**src/rtl/dec_bin_prio_pkg.sv**
```systemverilog
// dec_bin_prio_pkg: shared sizing constants for the dec_bin_prio priority encoder
package dec_bin_prio_pkg;
    localparam int N_IN  = 8;
    localparam int N_OUT = 3;
endpackage

```
**src/rtl/dec_bin_prio_prio_enc8.sv**
```systemverilog
// prio_enc8: combinational 8-input priority encoder; the highest-numbered asserted request wins
//   i   : request vector, i[k] is request k
//   idx : binary index of the winner, idx[0] is MSB (0 when no request is asserted)
//   any : 1 when at least one request is asserted
module prio_enc8
    import dec_bin_prio_pkg::*;
(
    input  logic [0:N_IN-1]  i,
    output logic [0:N_OUT-1] idx,
    output logic             any
);
    always_comb begin
        idx = '0;
        // ascending scan, so the last (highest) asserted request overwrites lower ones
        for (int k = 0; k < N_IN; k++)
            idx = i[k] ? N_OUT'(k) : idx;
        any = |i;
    end
endmodule

```
**src/rtl/dec_bin_prio.sv**
```systemverilog
// dec_bin_prio: registered priority encoder with one clock of latency
//   clk : clock, rising edge
//   rst : synchronous active-high reset, clears o and v
//   i   : request vector, i[k] is request k
//   o   : registered index of the highest-numbered asserted request, o[0] is MSB
//   v   : registered valid, 1 when any request was asserted
module dec_bin_prio
    import dec_bin_prio_pkg::*;
#(
    parameter int N_IN  = dec_bin_prio_pkg::N_IN,
    parameter int N_OUT = dec_bin_prio_pkg::N_OUT
) (
    input  logic             clk,
    input  logic             rst,
    input  logic [0:N_IN-1]  i,
    output logic [0:N_OUT-1] o,
    output logic             v
);
    logic [0:N_OUT-1] o_d, o_q;
    logic             v_d, v_q;

    prio_enc8 u_enc (
        .i   (i),
        .idx (o_d),
        .any (v_d)
    );

    always_ff @(posedge clk) begin
        if (rst) begin
            o_q <= '0;
            v_q <= 1'b0;
        end else begin
            o_q <= o_d;
            v_q <= v_d;
        end
    end

    assign o = o_q;
    assign v = v_q;
endmodule

```
**config.mk**
```make
export PLATFORM = sky130hd
export DESIGN_NAME = dec_bin_prio
export DESIGN_NICKNAME = d
export VERILOG_FILES = /design/src/rtl/dec_bin_prio_pkg.sv /design/src/rtl/dec_bin_prio_prio_enc8.sv /design/src/rtl/dec_bin_prio.sv
export SDC_FILE = /design/constraint.sdc
export NUM_CORES = 1
export LEC_CHECK = 0
export ABC_AREA = 1
export BUFFER_PORTS_ARGS = -buffer_cell sky130_fd_sc_hd__buf_2
export CORE_AREA = 10 10 47 49
export CTS_CLUSTER_DIAMETER = 120
export CTS_CLUSTER_SIZE = 12
export DETAILED_ROUTE_END_ITERATION = 8
export DIE_AREA = 0 0 57 59
export PLACE_DENSITY = 0.48
export SYNTH_ARGS = -nofsm -noshare
export SYNTH_HDL_FRONTEND = slang
export SYNTH_SLANG_ARGS = --single-unit
export TNS_END_PERCENT = 30
```
**constraint.sdc**
```tcl
create_clock -name clk -period 0.8 [get_ports clk]
set_input_delay 0.12 -clock clk [delete_from_list [all_inputs] [get_ports clk]]
set_output_delay 0.12 -clock clk [all_outputs]
set_load 0.05 [all_outputs]
```
==> impl_metrics.json, run 1 <==
{
  "diodes": 0,
  "initial_core_util_pct": 12.4,
  "timing.final.crit_share_pct": 102,
  "core_um2": 1400,
  "dieHeight_um": 59,
  "rsz0062_at_grt": "true",
  "worstPathArrival_ns": 0.69,
  "drtAntennaViolNets": 0,
  "grt_max_degree": 5,
  "nets": 50,
  "ir_drop_mv": 0.402,
  "finalSetupViolCount": 4,
  "final_common_cell": "buf_2",
  "cp_slowest_cell": "dfxtp_2",
  "fin_crit_ns": 0.815,
  "synthToLayoutAreaGrowth_pct": 87.8,
  "ctsRootBufferMaster": "clkbuf_4",
  "post-route-drc-count": 0,
  "dr.pass1.iters": 2,
  "max-slew-margin-rel_pct": 84.4,
  "fmax_ghz": 1.23,
  "path_class": "reg2out",
  "worstHoldPathType": "in2reg",
  "die_w_um": 57,
  "end_kind": "output port",
  "timing.final.hold_violations": 0,
  "leakage_nw": 0.169,
  "synth-warning-count": 0,
  "drive_gt1_share_pct": 63.2,
  "cts_tree": "yes",
  "hpwl_um": 446,
  "fillers": 176,
  "setup_ws_ns": -0.0145,
  "clock-sinks": 4,
  "place_congestion": 0.683,
  "crit_fanout": 1,
  "violations": "negative setup slack",
  "status": "finished, violations left",
  "cp.required_ns": 0.68,
  "clkTransAtPathRegs_ns": 0.04,
  "critical_path_buf_inv_count": 1,
  "wire_per_inst_um": 10.3,
  "synth.avg_cell_area_um2": 7.91,
  "worstPathCellList": "buf_8",
  "p_per_area_nw_per_um2": 1910,
  "synthCells": 22,
  "die-area_um2": 3360,
  "grt-ovfl-total": 0,
  "first_iter_violations": 1,
  "max-cap-violations": 0,
  "totalWireLength_um": 557,
  "grt_pass1_wl_um": 890,
  "dr_total_vias": 191,
  "num_rows": 14,
  "synth_area_um2": 174,
  "io_buffers": 13,
  "via_per_inst": 3.54,
  "antenna_found_initial": 0,
  "syn_nets": 32,
  "htree_levels": 1,
  "ios": 14,
  "tightestPinTransition_ns": 0.231,
  "postLayoutCoreUtil_pct": 23.3,
  "finalMaxSlewViolations": 0,
  "mostFrequentLayoutCells": "buf_2 (9), inv_1 (5), nand2_1 (5), dfxtp_2 (4), buf_8 (4)",
  "numCtsBuffers": 3,
  "yosysUniqueCellTypes": 11,
  "clockBufferDepth": 2,
  "dpl.cell_count": 51,
  "synth_seq_area_share_pct": 46.0,
  "gr-usage-all-layers_pct": 3.84,
  "grt_pass1_vias": 230,
  "cp-start-kind": "flip-flop",
  "synth_seq_cells": 4,
  "fin_cells": 54,
  "path_delay_family": "flip-flops",
  "max_stage_delay_ns": 0.32
}
sequential cells by signal, summed over array words and instances, names as in the netlist:
name / cells
o: 3
v: 1
path summary, 6_finish.rpt:
path	from	end	slack [ns]	depth (start not counted)
hold / removal	rst	o[2]$_SDFF_PP0_	0.09	2
setup / recovery	o[1]$_SDFF_PP0_	o[1]	-0.01	1
cell type report:
class                           instances  area (um2)  share of cell area [%]
Tap cell                               16        20.0                    6.13
Inverter                                6        22.5                    6.90
Multi-Input combinational cell         12        71.3                    21.8
Timing Repair Buffer                   13         105                    32.2
Clock buffer                            3        22.5                    6.90
Sequential cell                         4        85.1                    26.1
synthesized netlist by cell type:
cell type,n,area [um2]
nor2_2,1,6.26
a31oi_1,1,6.26
a31oi_2,1,12.5
o21bai_1,1,7.51
nor4_1,1,6.26
inv_2,1,3.75
a21oi_2,1,8.76
nand2_1,5,18.8
dfxtp_1,4,80.1
inv_1,5,18.8
o21ai_0,1,5.00
kinds of logic (layout without fill, tap and decap cells):
family,Yosys count,in the layout,share of synthesized area [%]
compound gates,5,5,23.0
buf+inv,6,22,12.9
flops,4,4,46.0
simple gates,7,7,18.0
layer usage:
layer / routed length [um] / global-route usage (%)
met1: 205 / 2.71
met2: 286 / 5.74
met3: 35 / 1.72
met4: 29 / 7.05
met5: 0 / 0
power breakdown:
group / internal [mW] / total, mW / switching (mW)
combinational: 0.0662 / 0.152 / 0.0863
clock: 0.168 / 0.246 / 0.0781
sequential: 0.217 / 0.226 / 0.00831
total: 0.451 / 0.624 / 0.173
what timing repair did:
action                                  4_1_cts  5_1_grt
endpoints found under the hold margin         0        0
resized for setup                            16        0
hold buffers                                  0        0
endpoints found under the setup margin        4        4
buffers inserted                              0        0
per-stage QoR:
step | instance area [um2] | worst slack (ns) | total power [mW] | hold WS, ns | setup TNS, ns
after detailed placement | 259 | 0.0679 | 0.347 | 0.339 | 0
after CTS | 327 | -0.0267 | 0.643 | 0.0835 | -0.0995
after global placement | 259 | 0.0650 | 0.346 | 0.342 | 0
after floorplan | 174 | 0.0927 | 0.299 | 0.182 | 0
final | 327 | -0.0145 | 0.624 | 0.0899 | -0.0421
after global routing | 327 | -0.0377 | 0.661 | 0.107 | -0.131
(Power assumes the default switching activity.)
==> run 2: changes to the inputs <==
PLACE_DENSITY = 0.49   (was 0.48)
RECOVER_POWER = 100   (was not set)
SYNTH_HIERARCHICAL = 1   (was not set)
==> run 2 against run 1 <==
- the run still ends with negative setup slack left
- worst hold slack worse by 0.0031 ns
- largest power group unchanged
- final area is 4.2% higher
- worst setup slack improved by 0.0041 ns
- maximum frequency increased by 0.51%
- power fell by 1.8%
- via count grew 12%
- critical endpoint unchanged
- count of clock-buffer cells in the layout stayed put
==> impl_metrics.json, run 2 <==
{
  "finalMaxSlewViolations": 0,
  "finalSetupViolCount": 4,
  "critical_path_buf_inv_count": 1,
  "core_um2": 1400,
  "num_rows": 14,
  "yosysUniqueCellTypes": 6,
  "ctsRootBufferMaster": "clkbuf_4",
  "gr-usage-all-layers_pct": 3.85,
  "synth-warning-count": 6,
  "startpoint": "o[1]$_SDFF_PP0_",
  "post-synth-top-area-cell": "dfxtp_1",
  "place_congestion": 0.577,
  "leakage_nw": 0.215,
  "die-area_um2": 3360,
  "worstPathCellList": "buf_8",
  "synth_seq_cells": 4,
  "synthTopCellsByArea": "dfxtp_1 (43%), inv_1 (20%), nand2_1 (20%), nor2_1 (12%), nand3_1 (2.7%)",
  "max-cap-violations": 0,
  "dr_total_vias": 214,
  "crit_cells": 1,
  "grt_pass1_vias": 242,
  "diodes": 0,
  "grt_max_degree": 5,
  "synth_seq_area_share_pct": 42.7,
  "synthCells": 32,
  "yosys_most_used_dff": "dfxtp_1",
  "p_total_mw": 0.613,
  "fmax_ghz": 1.23,
  "max_stage_delay_ns": 0.32,
  "largest_reg_flops": 3,
  "dieHeight_um": 59,
  "fillers": 167,
  "fin_cells": 64,
  "path_delay_family": "flip-flops",
  "mostFrequentLayoutCells": "inv_1 (10), nand2_1 (10), buf_2 (9), nor2_1 (6)",
  "synth.avg_cell_area_um2": 5.87,
  "clockBufferDepth": 2,
  "die_w_um": 57,
  "cts_tree": "yes",
  "design_area_um2": 340,
  "drive_gt1_share_pct": 41.7,
  "worstHoldPathType": "in2reg",
  "synthTopCellsByCount": "inv_1 (10), nand2_1 (10), nor2_1 (6)",
  "dr.pass1.iters": 2,
  "drtAntennaViolNets": 0,
  "violations": "negative setup slack",
  "fin_tns_setup_ns": -0.0324,
  "hold_path_depth": 2,
  "path_class": "reg2out",
  "syn_nets": 42,
  "cp_slowest_cell": "dfxtp_2",
  "io_buffers": 13,
  "initial_core_util_pct": 13.4,
  "placed_cell_area_um2": 273,
  "hpwl_um": 457,
  "tightestPinTransition_ns": 0.194,
  "htree_levels": 1,
  "synth-async-reset-ratio_pct": 0,
  "rsz0062_at_grt": "true",
  "antenna_found_initial": 0,
  "crit_fanout": 1,
  "post-route-drc-count": 0,
  "timing.final.crit_share_pct": 101,
  "setup_ws_ns": -0.0104,
  "netlist.area_leader.share_pct": 42.7,
  "postCtsSetupRepairBufs": 0,
  "dpl.cell_count": 61,
  "cp.required_ns": 0.68,
  "wire_per_inst_um": 8.03,
  "numCtsBuffers": 3,
  "max-slew-margin-rel_pct": 87.0,
  "cp-start-kind": "flip-flop",
  "clock-sinks": 4,
  "postLayoutCoreUtil_pct": 24.3,
  "p_per_area_nw_per_um2": 1800,
  "grt-ovfl-total": 0,
  "status": "finished, violations left",
  "synth_area_um2": 188,
  "totalWireLength_um": 514,
  "synth_edf_count": 0,
  "fin_crit_ns": 0.810,
  "ios": 14,
  "end_kind": "output port",
  "timing.final.hold_violations": 0,
  "worstPathArrival_ns": 0.69,
  "clkTransAtPathRegs_ns": 0.04,
  "ir_drop_mv": 0.296,
  "nets": 60,
  "synthToLayoutAreaGrowth_pct": 81.3,
  "via_per_inst": 3.34,
  "grt_pass1_wl_um": 966,
  "first_iter_violations": 1,
  "hold_path_startpoint": "rst"
}
run 2: kinds of logic (layout without fill, tap and decap cells):
kind of cell / count (synthesis) / after routing / synth area share, %
simple gates: 18 / 18 / 37.3
buf+inv: 10 / 26 / 20.0
flops: 4 / 4 / 42.7
run 2: layer usage:
| metal | up-vias | global-route usage [%] | wire length (um) |
|---|---|---|---|
| li1 | 120 | - | - |
| met1 | 82 | 3.92 | 232 |
| met2 | 12 | 4.19 | 208 |
| met3 | 0 | 3.00 | 73 |
| met4 | 0 | 5.03 | 0 |
| met5 | - | 0 | 0 |
run 2: final timing paths:
check / to
setup / recovery: o[1]
hold / removal: o[2]$_SDFF_PP0_
run 2: timing repair:
item / CTS / global route
setup endpoints to repair: 4 / 4
resized for setup: 16 / 0
hold buffers: 0 / 0
run 2: metrics by stage:
step	hold WS (ns)	setup WS, ns
2_1_floorplan	0.191	0.0927
3_3_place_gp	0.325	0.0491
3_5_place_dp	0.335	0.000815
4_1_cts	0.0790	-0.0243
5_1_grt	0.0995	-0.0537
6_report	0.0868	-0.0104
run 2: where the power goes:
| part | internal (mW) | leakage (nW) | switching (mW) |
|---|---|---|---|
| Clock | 0.167 | 0.0138 | 0.0757 |
| Combinational | 0.0632 | 0.167 | 0.0821 |
| Sequential | 0.217 | 0.0340 | 0.00762 |
| Total | 0.447 | 0.215 | 0.165 |
run 2: layout make-up:
type / count / area, um2 / share of cell area, %
multi-input cells: 18 / 70.1 / 20.6
inverters: 10 / 37.5 / 11.0
well taps: 16 / 20.0 / 5.88
repair buffers: 13 / 105 / 30.9
clock buffers: 3 / 22.5 / 6.62
flip-flops and latches: 4 / 85.1 / 25.0
